[config.mk]
export PLATFORM = sky130hd
export DESIGN_NAME = sync_fifo_flex
export DESIGN_NICKNAME = d
export VERILOG_FILES = /design/src/rtl/sync_fifo_flex.sv
export SDC_FILE = /design/constraint.sdc
export NUM_CORES = 1
export LEC_CHECK = 0
export ABC_AREA = 0
export CORE_ASPECT_RATIO = 0.75
export CORE_MARGIN = 2
export CORE_UTILIZATION = 54
export CTS_BUF_LIST = sky130_fd_sc_hd__clkbuf_8
export DETAILED_ROUTE_END_ITERATION = 6
export GPL_TIMING_DRIVEN = 0
export PLACE_DENSITY = 0.73
export SLEW_MARGIN = 40
export SYNTH_ARGS = -nofsm -noshare
export SYNTH_HDL_FRONTEND = slang
export SYNTH_SLANG_ARGS = --single-unit
[constraint.sdc]
create_clock -name clk -period 2.8 [get_ports clk]
set_input_delay 0.84 -clock clk [delete_from_list [all_inputs] [get_ports clk]]
set_output_delay 0.84 -clock clk [all_outputs]
set_load 0.01 [all_outputs]
[src/rtl/sync_fifo_flex.sv]
// Single-clock FIFO for any depth >= 2 with registered or first-word-fall-through read,
// programmable almost-full/almost-empty thresholds, occupancy count, sticky errors and flush.
module sync_fifo_flex #(
    parameter int DATA_WIDTH = 8,
    parameter int DEPTH      = 16,
    parameter int FWFT       = 0,
    parameter int AF_THRESH  = DEPTH - 2,
    parameter int AE_THRESH  = 2
) (
    input  logic                       clk,
    input  logic                       rst,
    input  logic                       flush,
    input  logic                       wr_en,
    input  logic [DATA_WIDTH-1:0]      din,
    input  logic                       rd_en,
    output logic [DATA_WIDTH-1:0]      dout,
    output logic                       dout_valid,
    output logic                       full,
    output logic                       empty,
    output logic                       almost_full,
    output logic                       almost_empty,
    output logic [$clog2(DEPTH+1)-1:0] count,
    output logic                       overflow,
    output logic                       underflow
);
    localparam int CW = $clog2(DEPTH + 1);
    localparam int PW = $clog2(DEPTH);
    localparam logic [PW-1:0] LAST_PTR = PW'(DEPTH - 1);

    logic [DATA_WIDTH-1:0] mem_q [DEPTH];
    logic [PW-1:0]         wr_ptr_q, wr_ptr_d;
    logic [PW-1:0]         rd_ptr_q, rd_ptr_d;
    logic [CW-1:0]         count_q, count_d;
    logic                  overflow_q, overflow_d;
    logic                  underflow_q, underflow_d;
    logic                  wr_accept, rd_accept;

    assign full         = (count_q == CW'(DEPTH));
    assign empty        = (count_q == '0);
    assign almost_full  = (count_q >= CW'(AF_THRESH));
    assign almost_empty = (count_q <= CW'(AE_THRESH));
    assign count        = count_q;
    assign overflow     = overflow_q;
    assign underflow    = underflow_q;

    // Pointers wrap by explicit compare so non-power-of-two depths work.
    always_comb begin
        wr_accept   = wr_en && !full && !flush;
        rd_accept   = rd_en && !empty && !flush;
        wr_ptr_d    = wr_ptr_q;
        rd_ptr_d    = rd_ptr_q;
        count_d     = count_q;
        overflow_d  = overflow_q;
        underflow_d = underflow_q;
        if (flush) begin
            wr_ptr_d    = '0;
            rd_ptr_d    = '0;
            count_d     = '0;
            overflow_d  = 1'b0;
            underflow_d = 1'b0;
        end else begin
            if (wr_accept) begin
                wr_ptr_d = (wr_ptr_q == LAST_PTR) ? '0 : wr_ptr_q + PW'(1);
            end
            if (rd_accept) begin
                rd_ptr_d = (rd_ptr_q == LAST_PTR) ? '0 : rd_ptr_q + PW'(1);
            end
            case ({wr_accept, rd_accept})
                2'b10:   count_d = count_q + CW'(1);
                2'b01:   count_d = count_q - CW'(1);
                default: count_d = count_q;
            endcase
            if (wr_en && full) begin
                overflow_d = 1'b1;
            end
            if (rd_en && empty) begin
                underflow_d = 1'b1;
            end
        end
    end

    always_ff @(posedge clk or posedge rst) begin
        if (rst) begin
            wr_ptr_q    <= '0;
            rd_ptr_q    <= '0;
            count_q     <= '0;
            overflow_q  <= 1'b0;
            underflow_q <= 1'b0;
        end else begin
            wr_ptr_q    <= wr_ptr_d;
            rd_ptr_q    <= rd_ptr_d;
            count_q     <= count_d;
            overflow_q  <= overflow_d;
            underflow_q <= underflow_d;
        end
    end

    // Storage is not reset; count and pointers alone decide what is valid.
    always_ff @(posedge clk) begin
        if (wr_accept) begin
            mem_q[wr_ptr_q] <= din;
        end
    end

    if (FWFT != 0) begin : g_fwft
        assign dout       = mem_q[rd_ptr_q];
        assign dout_valid = !empty;
    end else begin : g_reg
        logic [DATA_WIDTH-1:0] dout_q, dout_d;
        logic                  dout_valid_q, dout_valid_d;

        always_comb begin
            dout_d       = dout_q;
            dout_valid_d = 1'b0;
            if (flush) begin
                dout_d = '0;
            end else if (rd_accept) begin
                dout_d       = mem_q[rd_ptr_q];
                dout_valid_d = 1'b1;
            end
        end

        always_ff @(posedge clk or posedge rst) begin
            if (rst) begin
                dout_q       <= '0;
                dout_valid_q <= 1'b0;
            end else begin
                dout_q       <= dout_d;
                dout_valid_q <= dout_valid_d;
            end
        end

        assign dout       = dout_q;
        assign dout_valid = dout_valid_q;
    end
endmodule

==> results of run 1 <==
-- worst max path at each step --
stage             start     endpoint  slack, ps
2_1_floorplan     rd_en     count[2]         80
3_3_place_gp      wr_en  mem_q[0][1]       -490
6_report       count[0]        empty        100
3_5_place_dp      rd_en     count[4]       -130
5_1_grt        count[0]     count[3]         -7
4_1_cts        count[0]     count[3]         -2
-- metal layers --
metal,wire length (um),up-vias
met4,146,0
met1,5330,1723
met3,890,13
met5,0,-
met2,5570,144
li1,-,1502
-- synth_stat cells, types with 6 or more instances --
| cell | n | share of area, % |
|---|---|---|
| mux4_2 | 40 | 14 |
| edfxtp_1 | 128 | 61 |
| dfrtp_1 | 24 | 9.5 |
| nand3_1 | 6 | 0.47 |
| nor3_1 | 6 | 0.47 |
| nand2_1 | 17 | 1.0 |
| clkbuf_1 | 9 | 0.53 |
| ha_1 | 7 | 1.4 |
| nor2_1 | 29 | 1.7 |
| a22o_1 | 10 | 1.4 |
| inv_1 | 6 | 0.36 |
| a21oi_1 | 12 | 0.95 |
-- metrics by stage --
step	cells	setup slack, ps	cell area [um2]	hold WS (ps)
after floorplan	349	82.9	6330	529
after global placement	540	-494	6830	479
after detailed placement	540	-131	6850	491
after CTS	573	-2.05	7220	508
after global routing	574	-7.42	7290	523
final	574	99.3	7290	507
-- worst register-to-register path: stages, from the launching register on --
cell and delay [ps]:
dfrtp_1 400, buf_6 150, or4_4 580, o211ai_4 230, inv_1 70, ha_1 380, nor4b_2 330, o21ai_0 120
nand2_1 90, a21oi_1 40, a31oi_1 180
-- power by group through the flow --
stage	Sequential [W]	Clock, W	Combinational [W]
after CTS	0.00263	0.00158	0.00157
after detailed placement	0.00268	0	0.00156
final	0.00263	0.00155	0.00156
after floorplan	0.00270	0	0.00104
after global routing	0.00264	0.00165	0.00168
after global placement	0.00268	0	0.00154
-- sequential cells by signal (all words and copies together), names as in the netlist --
signal,count
count,5
dout,8
dout_valid,1
mem_q,128
overflow,1
rd_ptr_q,4
underflow,1
wr_ptr_q,4
-- cell families (layout without fill, tap and decap cells) --
kind of cell	after synthesis	after routing	share of synthesized area, %
xor gates and xnor gates	5	5	0.692
muxes	42	42	14.6
AOI/OAI and AO/OA	46	46	5.73
buffers and inverters	27	90	2.29
adders and majority gates	7	7	1.38
and+or+nand+nor	70	70	5.12
DFF	152	152	70.2
-- final cells by class --
cell class | instances | share of cell area (%)
Clock buffer | 17 | 3.21
Clock inverter | 15 | 1.85
Sequential cell | 152 | 61.0
Multi-Input combinational cell | 170 | 25.1
Tap cell | 162 | 2.78
Inverter | 7 | 0.412
Timing Repair Buffer | 32 | 4.14
Buffer | 19 | 1.55
-- cell usage in the layout, fill, tap and decap left out, types with 2 or more instances in the layout --
master and instances:
xnor2_1 3, o21ai_2 2, clkinv_2 3, mux4_2 40, buf_6 4, nor3_4 3, a211o_1 2, bufinv_16 2
clkinv_1 6, nor2_2 10, dfrtp_1 24, clkbuf_1 9, o21ai_0 5, clkinv_4 2, a22o_1 10, nand2b_1 2
ha_1 7, inv_1 4, a21o_1 2, nor2_1 18, buf_2 4, buf_4 5, or4_1 2, edfxtp_1 128
nor3_1 2, clkinvlp_4 3, clkbuf_8 17, a31oi_1 3, a21oi_1 12, nand2_1 17, xor2_1 2, clkdlybuf4s50_1 26
nand3_1 6, nor2b_1 2
-- repair_timing --
| action | in CTS | in global routing |
|---|---|---|
| setup buffers | 1 | 2 |
| hold endpoints to repair | 0 | 0 |
| endpoints found under the setup margin | 5 | 6 |
| pin swaps | 0 | 1 |
| resized for setup | 14 | 5 |
==> results.cfg, run 1 <==
[outcome]
status = complete, no violations

[yosys]
ys_seq_area_share_pct = 70.2
synth_edf_count = 128
synth_cell_types = 44
synth_nets = 369
synth.ff_latch_count = 152
synth_warnings = 0
synth_flop_cell = edfxtp_1
netlist_area_um2 = 6330
post_synth.cell_area_avg_um2 = 18.1
synthArstFlopShare_pct = 15.8
synthCells = 349

[grt]
grt_max_degree = 25
use_met3_pct = 4.60
grt-ovfl-total = 0
grt_pass1_vias = 3277
antenna_found_initial = 0
grtUsageTotal_pct = 20.3
met1_usage_pct = 30.6
grt_pass1_wl_mm = 18.2
grt_util_met2_pct = 29.5
busiest_layer = met1

[route]
firstDrtPassIters = 4
ant_nets = 0
first_iter_violations = 353
wirelength_mm = 11.9
via_per_inst = 5.89
routedWlPerCell_um = 20.8
vias = 3382
drc_errors = 0

[cts]
cts_root_buffer = clkbuf_8
cts_hold_buf = 0
cts_sinks = 152
cts_tree = built
clk_path_buf_depth = 2
cts_buffers = 17
htreeDepth = 4
clk_latency_ps = 440
cts.clk_slew.worst_paths_ps = 80

[critical_path]
r2r-start = count[0]
reg2reg_slack_ps = 160
worstPathRequired_ps = 1960
critPathSlowestCell = or4_4
end_kind = output pin
criticalPathCategory = reg -> out
r2r_end = count[3]
critPathTopFamily = simple AND/OR/NAND/NOR gates
arrival_ps = 1860
reg2reg_depth = 10
worst_setup_path_start_kind = register
crit_path_cell_trace = buf_6 -> or4_4 -> nor2_2 -> buf_2
path_max_fanout = 9
cp.depth = 4
crit_buf_inv = 2
critical_path.max_stage_delay_ps = 580

[sta]
final_max_slew_viol_count = 0
fin_crit_sh_pct = 96.5
hold_viol = 0
setup_violations = 0
slew-limit-headroom_pct = 46.7
setup_tns_ps = 0
worstMarginPinSlew_ps = 796
fin_skew_ps = 14.0
fmax_mhz = 370
finalCriticalPeriod_ps = 2700

[power_and_ir_drop]
p_switching_w = 0.00165
vdd_ir_drop_max_mv = 0.404
leakage_nw = 2.40
powerDensity_nw_per_um2 = 789
p_sw_share_pct = 28.7
p_int_w = 0.00410
combPwrFrac_pct = 27.2
power_frac_seq_pct = 45.8
clockPowerShare_pct = 27.0
p_total_w = 0.00575

[min_path]
worst_hold_startpoint = overflow
holdPathEnd = overflow
hold_depth = 2
hp-class = reg -> reg

[floorplan]
die_area_um2 = 12600
dieHeight_um = 97.8
row_count = 34
dieWidth_um = 129
initial_core_util_pct = 54.9
core_um2 = 11500
io_pins = 33

[placed_design]
place.gp.congestion = 0.852
dp_hpwl_mm = 8.09
io_buffers = 29

[cells_and_area]
num_antenna_cells = 0
drive_gt1_share_pct = 26.7
area_growth_pct = 15.1
multi_input_area_um2 = 1830
regArea_um2 = 4440
final_core_util_pct = 63.2
fin_nets = 419
fill_cells = 803

[run]
max_cap_viol_count = 0
No activity file was read; power rests on OpenSTA's default activity.
==> run 2: changes to the inputs <==
Settings changed: CORE_MARGIN 2 to not set.
==> run 2 against run 1 <==
  * Critical endpoint unchanged
  * Largest cell class unchanged
  * Routed wire length is 5.0% higher
  * Global-route usage up 2.5 points
  * Register-to-register slack got worse by 30 ps
==> results.cfg, run 2 (synthesized netlist as in run 1, its figures left out) <==
[outcome]
status = complete, no violations

[placed_design]
place.gp.congestion = 0.819
place_ws_ps = -119
dp_hpwl_mm = 8.58
io_buffers = 29

[sta]
setup_ws_ps = 106
slew-limit-headroom_pct = 41.9
fmax_mhz = 371
fin_crit_sh_pct = 96.2
fin_skew_ps = 14.9
worstMarginPinSlew_ps = 868
timing.hold.ws_ps = 505
finalCriticalPeriod_ps = 2690
setup_violations = 0
final_max_slew_viol_count = 0
hold_viol = 0

[cts]
cts_hold_buf = 0
cts_sinks = 152
cts_tree = built
htreeDepth = 4
clk_path_buf_depth = 2
cts_root_buffer = clkbuf_8
cts_buffers = 17
cts.clk_slew.worst_paths_ps = 80
clk_latency_ps = 450

[power_and_ir_drop]
p_switching_w = 0.00162
clockPowerShare_pct = 29.9
power_frac_seq_pct = 43.9
p_sw_share_pct = 27.1
leakage_nw = 2.45
vdd_ir_drop_max_mv = 0.507
powerDensity_nw_per_um2 = 820
combPwrFrac_pct = 26.1
p_int_w = 0.00436

[critical_path]
worst_setup_path_start_kind = register
crit_path_cell_trace = buf_6 -> or4_4 -> nor2_2 -> buf_2
critPathSlowestCell = or4_4
crit_buf_inv = 2
critPathTopFamily = simple AND/OR/NAND/NOR gates
path_max_fanout = 9
criticalPathCategory = reg -> out
end_kind = output pin
critical_path.max_stage_delay_ps = 570
worstPathRequired_ps = 1960
arrival_ps = 1850

[grt]
grt_pass1_wl_mm = 19.1
antenna_found_initial = 0
grtUsageTotal_pct = 22.8
grt-ovfl-total = 0
grt_max_degree = 25
grt_pass1_vias = 3292

[run]
max_cap_viol_count = 0

[route]
via_per_inst = 6.23
drc_errors = 0
first_iter_violations = 424
firstDrtPassIters = 4
routedWlPerCell_um = 22.7
ant_nets = 0
wirelength_mm = 12.5
vias = 3430

[floorplan]
core_um2 = 11100
initial_core_util_pct = 56.8
die_area_um2 = 12200
io_pins = 33
dieHeight_um = 95.8
dieWidth_um = 127
row_count = 33

[cells_and_area]
layout_common_cells = 128 x edfxtp_1, 40 x mux4_2, 26 x clkdlybuf4s50_1, 24 x dfrtp_1, 19 x nor2_1
largest_reg_flops = 128
fin_nets = 418
regMostFlops = mem_q
drive_gt1_share_pct = 25.3
final_common_cell = edfxtp_1
num_antenna_cells = 0
area_growth_pct = 15.4

[min_path]
hp-class = reg -> reg
[run 2: area by class of cell]
class / instances / area, um2
flip-flops and latches: 152 / 4440
fillers: 744 / 3840
multi-input cells: 170 / 1820
repair buffers: 31 / 294
clock buffers: 17 / 234
clock inverters: 15 / 194
well taps: 140 / 175
plain buffers: 19 / 118
inverters: 7 / 30.0
[run 2: metal layers]
metal	global-route usage, %	vias to the layer above	wire, um
li1	-	1501	-
met2	33.7	142	5790
met4	8.33	0	197
met3	5.17	19	858
met1	33.6	1768	5690
met5	0	-	0
[run 2: worst min-delay path, delay by kind of cell, from the launching register on]
kind             cells  cell delay, ps
AO/OA/AOI/OAI        1              50
AND/OR/NAND/NOR      1              70
flip-flops           1             350
[run 2: repair_timing]
item	in CTS	in global routing
resized for setup	14	8
pin swaps	0	1
endpoints found under the hold margin	0	0
endpoints found under the setup margin	5	5
buffers inserted	1	1
[run 2: through the flow]
step | instance area [um2] | util [%] | std cells | power [W] | TNS, ps
after floorplan | 6330 | - | 349 | 0.00374 | 0
after global placement | 6800 | 61.0 | 518 | 0.00422 | -15930
after detailed placement | 6820 | 61.2 | 518 | 0.00426 | -6550
after CTS | 7260 | 65.1 | 551 | 0.00602 | 0
after global routing | 7310 | 65.5 | 551 | 0.00624 | -9.13
final | 7310 | 65.5 | 551 | 0.00599 | 0
[run 2: worst paths after layout]
| check | to | slack [ps] | start | depth (start not counted) |
|---|---|---|---|---|
| worst max-delay path | empty | 110 | count[0] | 4 |
| worst min-delay path | overflow | 510 | overflow | 2 |
| worst max register to register | dout[7] | 130 | rd_ptr_q[1] | 5 |
| worst min register to register | overflow | 510 | overflow | 2 |
| max in group asynchronous | overflow | 1710 | rst | 2 |
| min in group asynchronous | dout[3] | 730 | rst | 2 |
[run 2: power groups by stage]
stage | clock network [W] | registers [W] | logic [W]
after floorplan | 0 | 0.00270 | 0.00104
after global placement | 0 | 0.00268 | 0.00154
after detailed placement | 0 | 0.00268 | 0.00157
after CTS | 0.00181 | 0.00263 | 0.00158
after global routing | 0.00190 | 0.00265 | 0.00170
final | 0.00179 | 0.00263 | 0.00157
==> run 3: changes to the inputs <==
Settings changed: DONT_BUFFER_PORTS set to 1, PLACE_DENSITY 0.73 to 0.71.
==> run 3 against run 2 <==
  * Sequential share of layout area up 2.2 points
  * Clock power about the same
  * Non-clock buffer count down 27
  * Clock skew down 0.51 ps
  * Routed wire length up 3.3%
  * Highest routed layer unchanged
  * Largest cell class unchanged
==> results.cfg, run 3 (synthesized netlist as in run 1, its figures left out) <==
[cells_and_area]
area_growth_pct = 11.4
final_cell_count_no_fill = 524
largest_reg_flops = 128
regMostFlops = mem_q
layout_common_cells = 128 x edfxtp_1, 40 x mux4_2, 23 x dfrtp_1, 22 x clkbuf_8
num_antenna_cells = 0
fin_nets = 391
drive_gt1_share_pct = 29.9
fin_area_um2 = 7050
final_common_cell = edfxtp_1

[route]
highest_layer = met4
drc_errors = 0
wirelength_mm = 12.9
routedWlPerCell_um = 24.7
drt-met1-wl_mm = 5.73
ant_nets = 0
route.met2.wl_mm = 6.18
vias = 3328
first_iter_violations = 541
via_per_inst = 6.35
firstDrtPassIters = 5
route.met3.wl_um = 966

[critical_path]
worst_setup_path_start_kind = register
crit_buf_inv = 0
criticalPathCategory = reg -> reg
crit_path_cell_trace = or4_4 -> o21ai_2 -> nor2_1 -> nand2_1 -> nor2_1
worstPathRequired_ps = 2840
critical_path.max_stage_delay_ps = 730
end_kind = register
path_max_fanout = 10
r2r-start = count[3]
critPathSlowestCell = nor2_1
arrival_ps = 2730
reg2reg_depth = 5
cp.depth = 5
crit_start = count[3]
cp_common_cell = nor2_1
critPathTopFamily = simple AND/OR/NAND/NOR gates

[cts]
cts_tree = built
cts_sinks = 152
clk_latency_ps = 430
cts_hold_buf = 0
clk_path_buf_depth = 2
htreeDepth = 4
postCtsSetupBuffers = 0
cts_buffers = 17
cts_root_buffer = clkbuf_8
cts.clk_slew.worst_paths_ps = 90

[grt]
antenna_found_initial = 0
grt_pass1_wl_mm = 19.3
grtUsageTotal_pct = 23.3
grt-ovfl-total = 0
grt_pass1_vias = 3221
grt_max_degree = 25

[floorplan]
initial_core_util_pct = 56.8
core_um2 = 11100
row_count = 33
die_area_um2 = 12200
dieHeight_um = 95.8
io_pins = 33
dieWidth_um = 127

[power_and_ir_drop]
combPwrFrac_pct = 23.3
p_total_w = 0.00580
clockPowerShare_pct = 30.4
vdd_ir_drop_max_mv = 0.408
p_sw_share_pct = 27.9
power_frac_seq_pct = 46.3
p_switching_w = 0.00161
leakage_nw = 2.36
powerDensity_nw_per_um2 = 822
p_int_w = 0.00418

[sta]
setup_ws_ps = 115
hold_viol = 0
timing.hold.ws_ps = 325
worstMarginPinSlew_ps = 908
final_max_slew_viol_count = 0
slew-limit-headroom_pct = 39.2
rsz0062_at_grt = false
fmax_mhz = 372
finalCriticalPeriod_ps = 2690
setup_violations = 0
fin_crit_sh_pct = 95.9
fin_skew_ps = 14.3

[placed_design]
place_ws_ps = -126
io_buffers = 0
placed_cells = 493
place.gp.congestion = 0.809
dp_hpwl_mm = 8.59
dpl_cell_area_um2 = 6580

[run]
max_cap_viol_count = 0

[outcome]
status = complete, no violations

[min_path]
hp-class = in -> async
[run 3: power groups by stage]
stage	logic, W	registers, W	clock network [W]
global placement	0.00129	0.00272	0
global route	0.00145	0.00270	0.00187
CTS	0.00134	0.00268	0.00178
finish	0.00135	0.00268	0.00176
floorplan	0.00104	0.00270	0
detailed placement	0.00132	0.00273	0
[run 3: stage by stage]
step           TNS (ps)  utilization, %
6_report              0            63.3
5_1_grt               0            63.3
4_1_cts               0            63.0
3_5_place_dp      -4360            59.0
3_3_place_gp     -21800            58.4
2_1_floorplan         0               -
[run 3: area by class of cell]
| type | instances | area (um2) |
|---|---|---|
| Inverter | 7 | 26.3 |
| Sequential cell | 152 | 4450 |
| Multi-Input combinational cell | 170 | 1840 |
| Fill cell | 758 | 4090 |
| Tap cell | 140 | 175 |
| Clock buffer | 22 | 303 |
| Clock inverter | 10 | 124 |
| Buffer | 19 | 113 |
| Timing Repair Buffer | 4 | 30.0 |
[run 3: layer usage]
layer	GRT usage, %	vias up
met2	35.8	153
li1	-	1444
met4	6.55	0
met3	5.45	7
met5	0	-
met1	34.0	1724
[run 3: worst paths after layout]
check                          endpoint  slack (ps)
min in group clk            mem_q[0][1]         500
hold reg to reg                 dout[6]         580
hold / removal                  dout[4]         320
max in group asynchronous      count[0]        2090
setup / recovery           mem_q[13][1]         110
setup reg to reg           mem_q[13][1]         110
[run 3: timing repair]
item	in CTS	in global routing
gates resized for setup	4	10
pin swaps	0	5
endpoints found under the setup margin	4	6
